## config.mk

```make
export PLATFORM = sky130hd
export DESIGN_NAME = mem_port_arbiter
export DESIGN_NICKNAME = d
export VERILOG_FILES = /design/src/rtl/mem_port_arbiter.sv
export SDC_FILE = /design/constraint.sdc
export NUM_CORES = 1
export LEC_CHECK = 0
export ABC_AREA = 1
export ABC_CLOCK_PERIOD_IN_PS = 2550
export CORE_UTILIZATION = 47
export CTS_CLUSTER_DIAMETER = 80
export DETAILED_ROUTE_END_ITERATION = 6
export PLACE_DENSITY = 0.82
export SLEW_MARGIN = 25
export SYNTH_ARGS = -nofsm -noshare
export SYNTH_HDL_FRONTEND = slang
export SYNTH_SLANG_ARGS = --single-unit
```

## constraint.sdc

```tcl
create_clock -name clk -period 2.55 [get_ports clk]
set_clock_uncertainty 0.05 [all_clocks]
set_input_delay 0.3825 -clock clk [delete_from_list [all_inputs] [get_ports clk]]
set_output_delay 0.3825 -clock clk [all_outputs]
set_load 0.005 [all_outputs]
```

## src/rtl/mem_port_arbiter.sv

```systemverilog
// Arbitrates the single 32-bit memory port between instruction fetch and load/store,
// with byte-lane steering, load extension, misalignment trapping and a bus timeout.
module mem_port_arbiter #(
  parameter int unsigned TIMEOUT = 256
) (
  input  logic        clk,
  input  logic        rst_n,
  input  logic        if_req,
  input  logic [31:0] if_addr,
  output logic        if_ack,
  output logic [31:0] if_rdata,
  output logic        if_err,
  input  logic        d_req,
  input  logic [31:0] d_addr,
  input  logic [3:0]  d_type,
  input  logic [31:0] d_wdata,
  output logic        d_ack,
  output logic [31:0] d_rdata,
  output logic        d_err,
  output logic        mem_valid,
  output logic [31:0] mem_addr,
  output logic        mem_we,
  output logic [3:0]  mem_wstrb,
  output logic [31:0] mem_wdata,
  input  logic        mem_ready,
  input  logic [31:0] mem_rdata
);

  localparam logic [3:0] T_LB  = 4'd0;
  localparam logic [3:0] T_LH  = 4'd1;
  localparam logic [3:0] T_LW  = 4'd2;
  localparam logic [3:0] T_LBU = 4'd3;
  localparam logic [3:0] T_LHU = 4'd4;
  localparam logic [3:0] T_SB  = 4'd5;
  localparam logic [3:0] T_SH  = 4'd6;
  localparam logic [3:0] T_SW  = 4'd7;
  localparam logic [15:0] TMO_LAST = 16'(TIMEOUT - 32'd1);

  typedef enum logic [1:0] {IDLE, FETCH, DATA, RESP} state_t;

  state_t      state_r;
  logic [15:0] tmo_cnt_r;
  logic [3:0]  ld_type_r;
  logic [1:0]  ld_off_r;

  // Illegal encodings (MEM_NONE and above) are treated like misalignment.
  function automatic logic d_fault(input logic [3:0] t, input logic [1:0] a);
    logic bad;
    case (t)
      T_LB, T_LBU, T_SB: bad = 1'b0;
      T_LH, T_LHU, T_SH: bad = a[0];
      T_LW, T_SW:        bad = (a != 2'b00);
      default:           bad = 1'b1;
    endcase
    return bad;
  endfunction

  function automatic logic [3:0] store_strb(input logic [3:0] t, input logic [1:0] a);
    logic [3:0] s;
    case (t)
      T_SB:    s = 4'b0001 << a;
      T_SH:    s = a[1] ? 4'b1100 : 4'b0011;
      T_SW:    s = 4'b1111;
      default: s = 4'b0000;
    endcase
    return s;
  endfunction

  function automatic logic [31:0] store_data(input logic [3:0] t, input logic [31:0] wd);
    logic [31:0] r;
    case (t)
      T_SB:    r = {4{wd[7:0]}};
      T_SH:    r = {2{wd[15:0]}};
      default: r = wd;
    endcase
    return r;
  endfunction

  // Store types fall through to zero so d_rdata reads 0 after a store.
  function automatic logic [31:0] load_extend(input logic [3:0] t, input logic [1:0] off,
                                              input logic [31:0] w);
    logic [7:0]  b;
    logic [15:0] h;
    logic [31:0] r;
    case (off)
      2'd0:    b = w[7:0];
      2'd1:    b = w[15:8];
      2'd2:    b = w[23:16];
      default: b = w[31:24];
    endcase
    h = off[1] ? w[31:16] : w[15:0];
    case (t)
      T_LB:    r = {{24{b[7]}}, b};
      T_LBU:   r = {24'd0, b};
      T_LH:    r = {{16{h[15]}}, h};
      T_LHU:   r = {16'd0, h};
      T_LW:    r = w;
      default: r = 32'd0;
    endcase
    return r;
  endfunction

  // Arbitration FSM with all port outputs registered.
  always_ff @(posedge clk) begin
    if (!rst_n) begin
      state_r   <= IDLE;
      tmo_cnt_r <= 16'd0;
      ld_type_r <= 4'd0;
      ld_off_r  <= 2'd0;
      mem_valid <= 1'b0;
      mem_addr  <= 32'd0;
      mem_we    <= 1'b0;
      mem_wstrb <= 4'd0;
      mem_wdata <= 32'd0;
      if_ack    <= 1'b0;
      if_err    <= 1'b0;
      if_rdata  <= 32'd0;
      d_ack     <= 1'b0;
      d_err     <= 1'b0;
      d_rdata   <= 32'd0;
    end else begin
      case (state_r)
        IDLE: begin
          if (d_req) begin
            if (d_fault(d_type, d_addr[1:0])) begin
              state_r <= RESP;
              d_ack   <= 1'b1;
              d_err   <= 1'b1;
              d_rdata <= 32'd0;
            end else begin
              state_r   <= DATA;
              tmo_cnt_r <= 16'd0;
              ld_type_r <= d_type;
              ld_off_r  <= d_addr[1:0];
              mem_valid <= 1'b1;
              mem_addr  <= {d_addr[31:2], 2'b00};
              mem_wstrb <= store_strb(d_type, d_addr[1:0]);
              mem_we    <= (store_strb(d_type, d_addr[1:0]) != 4'd0);
              mem_wdata <= store_data(d_type, d_wdata);
            end
          end else if (if_req) begin
            if (if_addr[1:0] != 2'b00) begin
              state_r  <= RESP;
              if_ack   <= 1'b1;
              if_err   <= 1'b1;
              if_rdata <= 32'd0;
            end else begin
              state_r   <= FETCH;
              tmo_cnt_r <= 16'd0;
              mem_valid <= 1'b1;
              mem_addr  <= {if_addr[31:2], 2'b00};
              mem_we    <= 1'b0;
              mem_wstrb <= 4'd0;
            end
          end
        end
        FETCH: begin
          if (mem_ready || (tmo_cnt_r == TMO_LAST)) begin
            state_r   <= RESP;
            mem_valid <= 1'b0;
            if_ack    <= 1'b1;
            if_err    <= !mem_ready;
            if_rdata  <= mem_ready ? mem_rdata : 32'd0;
          end else begin
            tmo_cnt_r <= tmo_cnt_r + 16'd1;
          end
        end
        DATA: begin
          if (mem_ready || (tmo_cnt_r == TMO_LAST)) begin
            state_r   <= RESP;
            mem_valid <= 1'b0;
            mem_we    <= 1'b0;
            mem_wstrb <= 4'd0;
            d_ack     <= 1'b1;
            d_err     <= !mem_ready;
            d_rdata   <= mem_ready ? load_extend(ld_type_r, ld_off_r, mem_rdata) : 32'd0;
          end else begin
            tmo_cnt_r <= tmo_cnt_r + 16'd1;
          end
        end
        RESP: begin
          state_r <= IDLE;
          if_ack  <= 1'b0;
          d_ack   <= 1'b0;
          if_err  <= 1'b0;
          d_err   <= 1'b0;
        end
        default: state_r <= IDLE;
      endcase
    end
  end

endmodule
```

* After elaboration in Yosys (flattened, before gate mapping)
Index checks and enable logic that the tools add are counted.
** Storage, ports and cells
- Output and inout bits :: 138
- Bits of input ports :: 137
- Logic and storage cells :: 146
- Register bits after elaboration :: 162
** Operators by class
- Add/subtract/negate cells :: 1
- Muxes and demuxes :: 68
- Shift operators :: 1
- Eq/ne operators :: 31
- Bitwise gates (word level) :: 1
- Reduce and logical (&&, ||, !) cells :: 29
** Operator list (number)
- 32-bit two-way mux :: 13
- 32-bit one-hot mux with 2 select lines :: 3
- 32-bit one-hot mux with 5 select lines :: 1
- 16-bit two-way mux :: 6
- 4-bit two-way mux :: 9
- 16-bit one-hot mux with 2 select lines :: 1
- 5-bit AND reduction :: 5
- 8-bit one-hot mux with 3 select lines :: 1
- 4-bit by 3-bit == test with 1-bit output, second input constant :: 5
- 1-bit two-way mux :: 20
- 2-bit != test, second input constant :: 10
- 16-bit by 1-bit adder with 16-bit output, second input constant :: 1
- 16-bit by 8-bit == test with 1-bit output, second input constant :: 1
- 4-bit by 2-bit == test with 1-bit output, second input constant :: 4
- 1-bit one-hot mux with 3 select lines :: 5
- 4-bit one-hot mux with 3 select lines :: 1
- 4-bit AND reduction :: 3
- 2-bit nonzero test :: 6
- 3-bit != test, second input constant :: 3
- 4-bit by 1-bit == test with 1-bit output, second input constant :: 2
- 4-bit logical NOT :: 2
- 2-bit two-way mux :: 4
- 4-bit one-hot mux with 2 select lines :: 1
- 2-bit == test, second input constant :: 3
- other kinds (15) :: 21

* Logic depth before layout (Yosys ltp)
- Word-level depth :: 14
- Mapped depth :: 13
- Depth with buffers taken out :: 12

* Worst setup path after synthesis
No wires, ideal clock.
- Kind :: flip-flop to flip-flop
- From :: reg state_r[0]
- To :: reg tmo_cnt_r[11]
- Stages on the path, launching flop included :: 12
- Data arrival time :: 1.738 ns
- Clock period less this slack :: 1.920 ns
- Required time :: 2.368 ns
- Slack :: 0.630 ns
- Buffers on the path :: 2
- Library setup time :: 0.132 ns
- Cells stage by stage :: dfxtp_1 inv_1 ha_1 buf_2 nand2_1 inv_2 or2_1 a21oi_4 nand2_2 buf_6 nand2_1 a21oi_1
** On the way
- Cells in the longest elaborated chain, start to end :: 4
- Elaborated cells between the ends (all ways) :: 11
- Classes of those cells :: eq/ne: 6; mux: 1; reduce/logical: 4
** RTL lines
- start: declaration :: line 41 : state_t state_r;
- start signal: assignment :: line 106 : state_r <= IDLE;
- start signal: assignment :: line 126 : state_r <= RESP;
- start signal: assignment :: line 131 : state_r <= DATA;
- 2-bit == test or 2-bit by 1-bit == test with 1-bit output (tied branches) :: line 122 : case (state_r)
- 2-bit OR reduction (no line)
- 2-bit != test (no line) or 2-bit nonzero test (tied branches)
- 5-bit AND reduction (no line)
- end signal: assignment :: line 165 : tmo_cnt_r <= tmo_cnt_r + 16'd1;
- end signal: assignment :: line 178 : tmo_cnt_r <= tmo_cnt_r + 16'd1;
- end: declaration :: line 42 : logic [15:0] tmo_cnt_r;
Parallel ways exist; a longest one is shown, timed or not.
A chain may end at the register's enable or synchronous reset.

* Worst setup path in the final report
- From :: reg state_r[0]
- To :: reg d_rdata[24]
** On the way
- Cells in the longest elaborated chain, start to end :: 3
- Elaborated cells between the ends (all ways) :: 8
- Classes of those cells :: eq/ne: 4; mux: 1; reduce/logical: 3
** RTL lines
- 2-bit == test or 2-bit logical NOT (tied branches) :: line 122
- 2-bit != test (no line) or 2-bit nonzero test (tied branches)
- 4-bit AND reduction (no line)
- end signal: assignment :: line 176 : d_rdata <= mem_ready ? load_extend(ld_type_r, ld_off_r, mem_rdata) : 32'd0;
- end: declaration :: line 18 : output logic [31:0] d_rdata,
Parallel ways exist; a longest one is shown, timed or not.

==> run_results.csv <==
group,metric,value,unit
clock_tree,cts_hold_buf,0,
logic_synthesis,synth_area_leaders,"dfxtp_1, nand2_1, a21oi_1",
logic_synthesis,synth_edf_count,0,
floorplanning,initial_core_util,48.2,%
final_layout,drive_gt1_share,6.45,%
clock_tree,cts-resized-gates,0,
floorplanning,die_y,135,µm
logic_synthesis,synthTopCellsByCount,"nand2_1, a21oi_1, dfxtp_1",
final_layout,antenna_cells,0,
pwr,peakVddDrop,0.000581,V
routing,ant_nets,0,
timing,layout_setup_ws,0.348,ns
worst_setup_path,cp_top_family,"simple AND/OR/NAND/NOR gates",
routing,drc_errors,0,
place,hpwlAfterDp,20500,µm
worst_setup_path,cp_max_fo,22,
worst_setup_path,worst_path_most_repeated_cell,"inv_1",
logic_synthesis,yosysUniqueCellTypes,39,
logic_synthesis,synthArstFlopShare,0,%
routing,vias,9375,
clock_tree,clk_pin_slew,0.07,ns
logic_synthesis,synth_area,0.00837,mm²
logic_synthesis,seq_area_frac_synth,38.3,%
final_layout,final_core_util,68.6,%
logic_synthesis,synth_ff_type,"dfxtp_1",
clock_tree,numClockSinks,160,
timing,final-hold-violation-count,0,
timing,setup_viol,0,
logic_synthesis,yosysTopAreaCell,"dfxtp_1",
final_layout,multi_input_area,0.00444,mm²
worst_setup_path,reg2reg_depth,9,
pwr,p_switching,0.00349,W
routing,wl_per_cell,15.9,µm
floorplanning,io_pins,275,
global_route,grt_max_degree,109,
timing,period_needed,2.20,ns
worst_setup_path,cp-start-kind,"register",
timing,max_freq,454,MHz
place,io_buffers,272,
worst_setup_path,rr_endpoint,"d_rdata[24]$_SDFFE_PN0P_",
pwr,power_leakage,4.70,nW
final_layout,final_nets,1665,
floorplanning,rows,48,
worst_setup_path,end_kind,"register",
timing,rsz0062_at_grt,"false",
floorplanning,dieArea,0.0183,mm²
worst_setup_path,r2r-start,"state_r[0]$_SDFFE_PN0P_",
routing,vias_per_cell,5.33,
worst_setup_path,arrival,2.51,ns
logic_synthesis,syn_area_per_cell,6.57,µm²
global_route,antenna_found_initial,0,
hold_path,worstHoldPathType,"register to register",
final_layout,syn_to_final_growth,42.2,%
clock_tree,cts_buffers,17,
clock_tree,cts_root_buffer,"clkbuf_16",
worst_setup_path,path_class,"register to register",
worst_setup_path,startpoint,"state_r[0]$_SDFFE_PN0P_",
clock_tree,insertion_delay,0.43,ns
worst_setup_path,rrSetupSlack,0.35,ns
global_route,grt_pass1_wl,43400,µm
logic_synthesis,yosysMostFrequentCell,"nand2_1",
outcome,status,"finished, final reports clean",
place,place_ws,0.218,ns
worst_setup_path,cp.required,2.86,ns
worst_setup_path,worst-path-buf-inv,3,
timing,drv_slew,0,
floorplanning,core-area,0.0174,mm²
routing,drt_iter0_drc,674,
floorplanning,die_w,135,µm
worst_setup_path,crit_chain,"inv_1 -> ha_1 -> inv_1 -> nor2_1 -> nand2_4 -> nand4_2 -> buf_4 -> nand2_1 -> a21oi_1",
logic_synthesis,synthCells,1274,
final_layout,nFillCells,1526,
pwr,power_frac_comb,40.5,%
run,drv_cap,0,
pwr,intPower,0.00598,W
pwr,switching_share,36.9,%
worst_setup_path,path_depth,9,
worst_setup_path,endpoint,"d_rdata[24]$_SDFFE_PN0P_",
logic_synthesis,ys.warnings.count,0,
timing,tightest_slew,0.611,ns
timing,period_share,86.4,%
routing,wl,28000,µm
global_route,grt_pass1_vias,8489,
pwr,p_seq_share,32.3,%
place,place_congestion,0.939,
global_route,overflow,0,
clock_tree,ctsHtreeMaxLevel,4,
pwr,powerDensity,795,mW/mm²
worst_setup_path,cpPeakStageDelay,0.35,ns
clock_tree,cts_tree,"done",
logic_synthesis,synth_seq_cells,160,
routing,dr.pass1.iters,5,
worst_setup_path,crit_slowest_cell,"dfxtp_1",
final_layout,seqCellArea,0.00320,mm²
timing,slew-limit-headroom,59.2,%
global_route,track_usage,30.2,%
pwr,pwr-share-clk,27.2,%
logic_synthesis,synth_top_area_share,38.3,%
clock_tree,ctsLongestPathBuffers,2,
clock_tree,cts_setup_buffers,0,
timing,fin_tns_setup,0,ns
[cell families (layout without fill, tap and decap cells)]
| kind of cell | Yosys count | in the layout | share of synthesized area (%) |
|---|---|---|---|
| simple gates | 667 | 667 | 34.5 |
| compound gates | 266 | 266 | 16.7 |
| buf+inv | 166 | 425 | 8.70 |
| flops | 160 | 160 | 38.3 |
| fa+ha+maj | 7 | 7 | 1.05 |
| xor+xnor | 7 | 7 | 0.733 |
| other cells | 1 | 2 | 0.0448 |
[cells in the final DEF (no fill, tap or decap), drive strengths merged, types with 7 or more instances in the layout]
cell type      synthesis  final
nand2                394    394
clkdlybuf4s50          0    272
a21oi                179    179
dfxtp                160    160
nand3                112    112
nor2                 103    103
inv                   79     83
o21ai                 65     65
buf                   49     40
nand4                 32     32
nand3b                23     23
clkbuf                36     18
a31oi                  8      8
ha                     7      7
clkinv                 2      7
[area by class of cell]
cell class / count / area share, %
Clock buffer: 18 / 3.61
Clock inverter: 14 / 1.29
Inverter: 81 / 2.56
Multi-Input combinational cell: 949 / 37.3
Sequential cell: 160 / 26.9
Tap cell: 225 / 2.37
Timing Repair Buffer: 312 / 25.9
[worst min path at each step]
stage	from	end	cells after the start
5_1_grt	if_rdata[28]$_SDFFE_PN0P_	if_rdata[28]$_SDFFE_PN0P_	2
2_1_floorplan	if_ack$_SDFFE_PN0P_	if_ack$_SDFFE_PN0P_	2
3_5_place_dp	if_rdata[8]$_SDFFE_PN0P_	if_rdata[8]$_SDFFE_PN0P_	2
4_1_cts	if_rdata[8]$_SDFFE_PN0P_	if_rdata[8]$_SDFFE_PN0P_	2
6_report	if_rdata[1]$_SDFFE_PN0P_	if_rdata[1]$_SDFFE_PN0P_	2
3_3_place_gp	if_rdata[28]$_SDFFE_PN0P_	if_rdata[28]$_SDFFE_PN0P_	2
[worst register-to-register path: stages, from the launching register on]
cell and delay, ns:
dfxtp_1 0.35, inv_1 0.13, ha_1 0.30, inv_1 0.09
nor2_1 0.26, nand2_4 0.23, nand4_2 0.19, buf_4 0.28
nand2_1 0.08, a21oi_1 0.16
[flip-flops by register name (all words and copies together) (netlist names), 2 cells and up]
| name | flops |
|---|---|
| ld_type_r | 4 |
| mem_wstrb | 4 |
| tmo_cnt_r | 16 |
| mem_wdata | 32 |
| state_r | 2 |
| ld_off_r | 2 |
| mem_addr | 30 |
| if_rdata | 32 |
| d_rdata | 32 |
[per-layer routing]
metal	share of wire (%)	global-route usage, %	vias up
met5	0	0	-
met4	2.8	10.9	0
met3	7.5	7.26	55
met2	48	51.5	393
met1	42	36.9	4246
li1	-	-	4681
[stage by stage]
step	area, µm²	total power [W]	instances	hold WS [ns]
detailed placement	11300	0.00690	1727	0.388
finish	11900	0.00947	1759	0.396
CTS	11900	0.00948	1759	0.400
floorplan	8370	0.00535	1275	0.390
global route	11900	0.0100	1759	0.423
global placement	11300	0.00686	1727	0.387
[power by group through the flow]
| stage | clock network [W] | logic (W) | registers [W] |
|---|---|---|---|
| 2_1_floorplan | 0 | 0.00224 | 0.00311 |
| 3_3_place_gp | 0 | 0.00376 | 0.00310 |
| 3_5_place_dp | 0 | 0.00380 | 0.00311 |
| 4_1_cts | 0.00260 | 0.00382 | 0.00306 |
| 5_1_grt | 0.00271 | 0.00422 | 0.00310 |
| 6_report | 0.00257 | 0.00384 | 0.00306 |
No activity file was read; power rests on OpenSTA's default activity.
==> edit 1: new RTL, same settings <==
Re-encode `state_t` (4 states) as one-hot, 4 bits wide.
--- a/src/rtl/mem_port_arbiter.sv
+++ b/src/rtl/mem_port_arbiter.sv
@@ -36,7 +36,7 @@
   localparam logic [3:0] T_SW  = 4'd7;
   localparam logic [15:0] TMO_LAST = 16'(TIMEOUT - 32'd1);
 
-  typedef enum logic [1:0] {IDLE, FETCH, DATA, RESP} state_t;
+  typedef enum logic [3:0] {IDLE = 4'b0001, FETCH = 4'b0010, DATA = 4'b0100, RESP = 4'b1000} state_t;
 
   state_t      state_r;
   logic [15:0] tmo_cnt_r;
Function: no difference found for any inputs over 4 cycles, from zero or initial values and one cycle with rst_n low; so few cycles prove little.
==> edit 1 against the unedited design <==
- sequential cell count rose by 2
- count of clock-buffer cells in the layout rose by 1
- fmax rose by 11%
- setup slack improved by 0.22 ns
- synthesized cell count fell by 1.4%
- cell area fell by 0.86%
- area after synthesis fell by 1.2%
- routed wire length fell by 6.6%
Power is not compared: it rests on default switching activity, and its combinational part moved more than twofold at a synthesized area within 25%.
==> edit 1: results (changes against the unedited design) <==
Global routing usage on met2 - 45.9% (-5.6 points)
Storage cell area - 3240 sq um (+1.3%)
Met1 Wirelength - 11.1 mm (-4.4%)
FF+latch count - 162 (+1.3%)
Post-DP Area - 11200 sq um (-1.3%)
Top post-synthesis cells by area - dfxtp_1, nand2_1, nand3_1
Number of DRC markers after the initial detailed-route iteration - 934 (+39%)
Min-Delay Endpoint - mem_wdata[30]
End point of the critical path - tmo_cnt_r[10]
Post-layout net count - 1629 (-2.2%)
Number of fill cells - 1444 (-5.4%)
Total of buffers placed on input and output ports - 272 (unchanged)
Final setup slack of the worst path - 0.568 ns (+0.220 ns)
Overall global routing resource usage - 28.9% (-1.4 points)
Critical Path Fanout Max - 9 (-59%)
Non-clock inverter count in the final layout - 99 (+22%)
Slew of the pin with the lowest slew margin - 0.727 ns (+0.116 ns)
Non-clock buffer share of cell area - 25.6% (-0.28 points)
Classification of the worst-slack hold path - reg2reg
Fraction of the yosys area taken by sequential cells - 39.2% (+0.97 points)
Worst slack, placed - 0.261 ns (+0.0435 ns)
# clk buffers - 19 (+1)
Commonest cells post-synth - nand2_1, nand3_1, dfxtp_1, a21oi_1, inv_1
Post-synthesis cell type count - 44 (+13%)
Reported leakage power - 4.49 nW
Multi-input gates - 912 (-3.9%)
Vias after detailed routing - 9367 (-0.085%)
Critical Path Source - tmo_cnt_r[0]
First-pass GRT wire length - 41.9 mm (-3.4%)
Multi-input combinational cell area - 4250 sq um (-4.4%)
Non-clock buffer instance count of the final layout - 299 (-4.2%)
Min-delay src - mem_wdata[30]
Met3 WL - 2.19 mm (+4.7%)
Met3 GRT Util - 6.01% (-1.3 points)
Total met2 wirelength after detailed routing - 12.0 mm (-11%)
Via count of the first global-routing pass - 8533 (+0.52%)
DIE WIDTH - 135 um (-0.61%)
Portion of the layout cell area used by clock cells - 5.30% (+0.40 points)
Fraction of layout instances using a drive strength above 1 - 6.05% (-0.40 points)
Largest voltage drop on the vdd net - 0.507 mV
GR met1 Demand/Resource - 37.7% (+0.81 points)
Status - finished clean
GPL Wtd Cong - 0.933 (-0.69%)
Sum of net half-perimeters after detailed placement - 19.0 mm (-7.6%)
Largest net degree at the start of global routing - 77 (-29%)
Routed wirelength normalized by instance count - 15.1 um (-4.9%)
Crit path DAT - 2.28 ns (-0.23 ns)
-- edit 1: where the power goes --
group          switching (W)  total [W]  internal [W]
Clock                0.00110    0.00272       0.00161
Combinational       0.000924    0.00165      0.000725
Sequential         0.0000891    0.00275       0.00266
-- edit 1: kinds of logic after synthesis --
kind of cell / share of synthesized area [%]
DFF: 39.2
xor gates and xnor gates: 0.424
buffers and inverters: 9.42
adders and majority gates: 0.151
AOI/OAI and AO/OA: 17.2
other: 0.0454
and+or+nand+nor: 33.5
-- edit 1: per-stage QoR --
stage | power (W) | std cells | hold slack (ns) | utilization (%)
finish | 0.00711 | 1729 | 0.398 | 68.5
floorplan | 0.00368 | 1257 | 0.390 | -
global route | 0.00743 | 1729 | 0.422 | 68.5
global placement | 0.00441 | 1697 | 0.382 | 64.8
detailed placement | 0.00443 | 1697 | 0.388 | 64.8
CTS | 0.00712 | 1729 | 0.398 | 68.5
==> edit 2: new RTL, same flow settings <==
Made on the original files. Change the parameter `TIMEOUT` from 256 to 128.
--- a/src/rtl/mem_port_arbiter.sv
+++ b/src/rtl/mem_port_arbiter.sv
@@ -1,7 +1,7 @@
 // Arbitrates the single 32-bit memory port between instruction fetch and load/store,
 // with byte-lane steering, load extension, misalignment trapping and a bus timeout.
 module mem_port_arbiter #(
-  parameter int unsigned TIMEOUT = 256
+  parameter int unsigned TIMEOUT = 128
 ) (
   input  logic        clk,
   input  logic        rst_n,
Function: no difference found for any inputs over 4 cycles, from zero or initial values and one cycle with rst_n low; that may be too few to reach the edited logic, so the function may still have changed.
==> edit 2 against the unedited design <==
- die area up 1.3%
- cell area up 0.11%
- utilization down 0.40 points
- synthesized cell count up 6.1%
- final cell count up 3.9%
- clock power down 4%
- via count up 2.6%
- power up 4.1%
- routed wire length down 4.5%
- setup slack better by 0.054 ns
- area after synthesis up 1.3%
- sequential cell count unchanged
- first-iteration DRC count up 9.3%
- largest power group unchanged
- highest routed layer unchanged
==> edit 2: results (changes against the unedited design) <==
Status - finished clean
Largest voltage drop on the vdd net - 0.602 mV (+3.5%)
Classification of the worst-slack hold path - in2reg
Post-CTS resize count - 0 (unchanged)
Slew of the pin with the lowest slew margin - 0.860 ns (+0.249 ns)
Compound-gate portion of the synthesized area - 14.3% (-2.4 points)
Registers with the most flip-flops - d_rdata x32, if_rdata x32, mem_wdata x32
Fraction of power spent switching nets - 37.6% (+0.77 points)
Via count of the first global-routing pass - 8611 (+1.4%)
Delay of the slowest cell on the worst path - 0.40 ns (+0.05 ns)
Crit path DAT - 2.45 ns (-0.06 ns)
Critical Path Fanout Max - 9 (-59%)
Worst reg2reg path depth - 8 (-1)
Vias after detailed routing - 9615 (+2.6%)
Met1 Wirelength - 10.6 mm (-8.9%)
Met3 WL - 1.95 mm (-6.5%)
Fraction of the yosys area taken by sequential cells - 37.8% (-0.50 points)
Total Wirelength - 26.7 mm (-4.5%)
First-pass GRT wire length - 41.9 mm (-3.4%)
Post-synthesis cell type count - 41 (+5.1%)
Fraction of layout instances using a drive strength above 1 - 4.93% (-1.5 points)
R2R Setup Slk - 0.40 ns (+0.05 ns)
CP Capture Type - flop
Slowest library cell on the worst path - nor2_1
Met3 GRT Util - 6.04% (-1.2 points)
Sum of net half-perimeters after detailed placement - 19.9 mm (-2.9%)
Terminus of the critical flop-to-flop path - if_ack
Combinational Power - 0.00419 W (+9.1%)
Critical Path Source - state_r[1]
Fraction of the mapped netlist area in adder cells - 1.03% (-0.014 points)
Min-delay src - rst_n
Reported leakage power - 4.80 nW (+2.0%)
Xor/xnor share of the synthesized area - 0.516% (-0.22 points)
Top post-synthesis cells by area - dfxtp_1, nand2_1, nor2_1
Number of DRC markers after the initial detailed-route iteration - 737 (+9.3%)
Commonest cells post-synth - nand2_1, nor2_1, dfxtp_1, a21oi_1, nand3_1
Total met2 wirelength after detailed routing - 13.3 mm (-1.8%)
Min-Delay Endpoint - mem_wdata[2]
P_seq - 0.00318 W (+4%)
GR met1 Demand/Resource - 32.9% (-4.0 points)
Overall global routing resource usage - 28.8% (-1.4 points)
Power density over the cells - 827 nW/um^2 (+4.0%)
Post-layout net count - 1733 (+4.1%)
## edit 2: worst reg2reg max path, delay by kind of cell (launching register included)
family	cells	cell delay, ns
compound gates	3	0.48
fa+ha+maj	1	0.35
buf+inv	2	0.32
flops	1	0.34
simple gates	2	0.54
## edit 2: final cells by class
type,instances,area (sq um)
Clock buffer,19,443
Clock inverter,13,126
Sequential cell,160,3200
Inverter,70,263
Tap cell,225,282
Multi-Input combinational cell,1042,4610
Fill cell,1564,5560
Timing Repair Buffer,298,2990
## edit 2: metrics by stage
step / hold WS (ns) / instances / utilization, % / worst slack [ns] / instance area [sq um]
global route: 0.332 / 1827 / 68.2 / 0.190 / 11900
floorplan: 0.390 / 1353 / - / 0.663 / 8480
global placement: 0.390 / 1795 / 64.9 / 0.259 / 11300
finish: 0.312 / 1827 / 68.2 / 0.402 / 11900
detailed placement: 0.405 / 1795 / 64.9 / 0.183 / 11300
CTS: 0.311 / 1827 / 68.2 / 0.418 / 11900
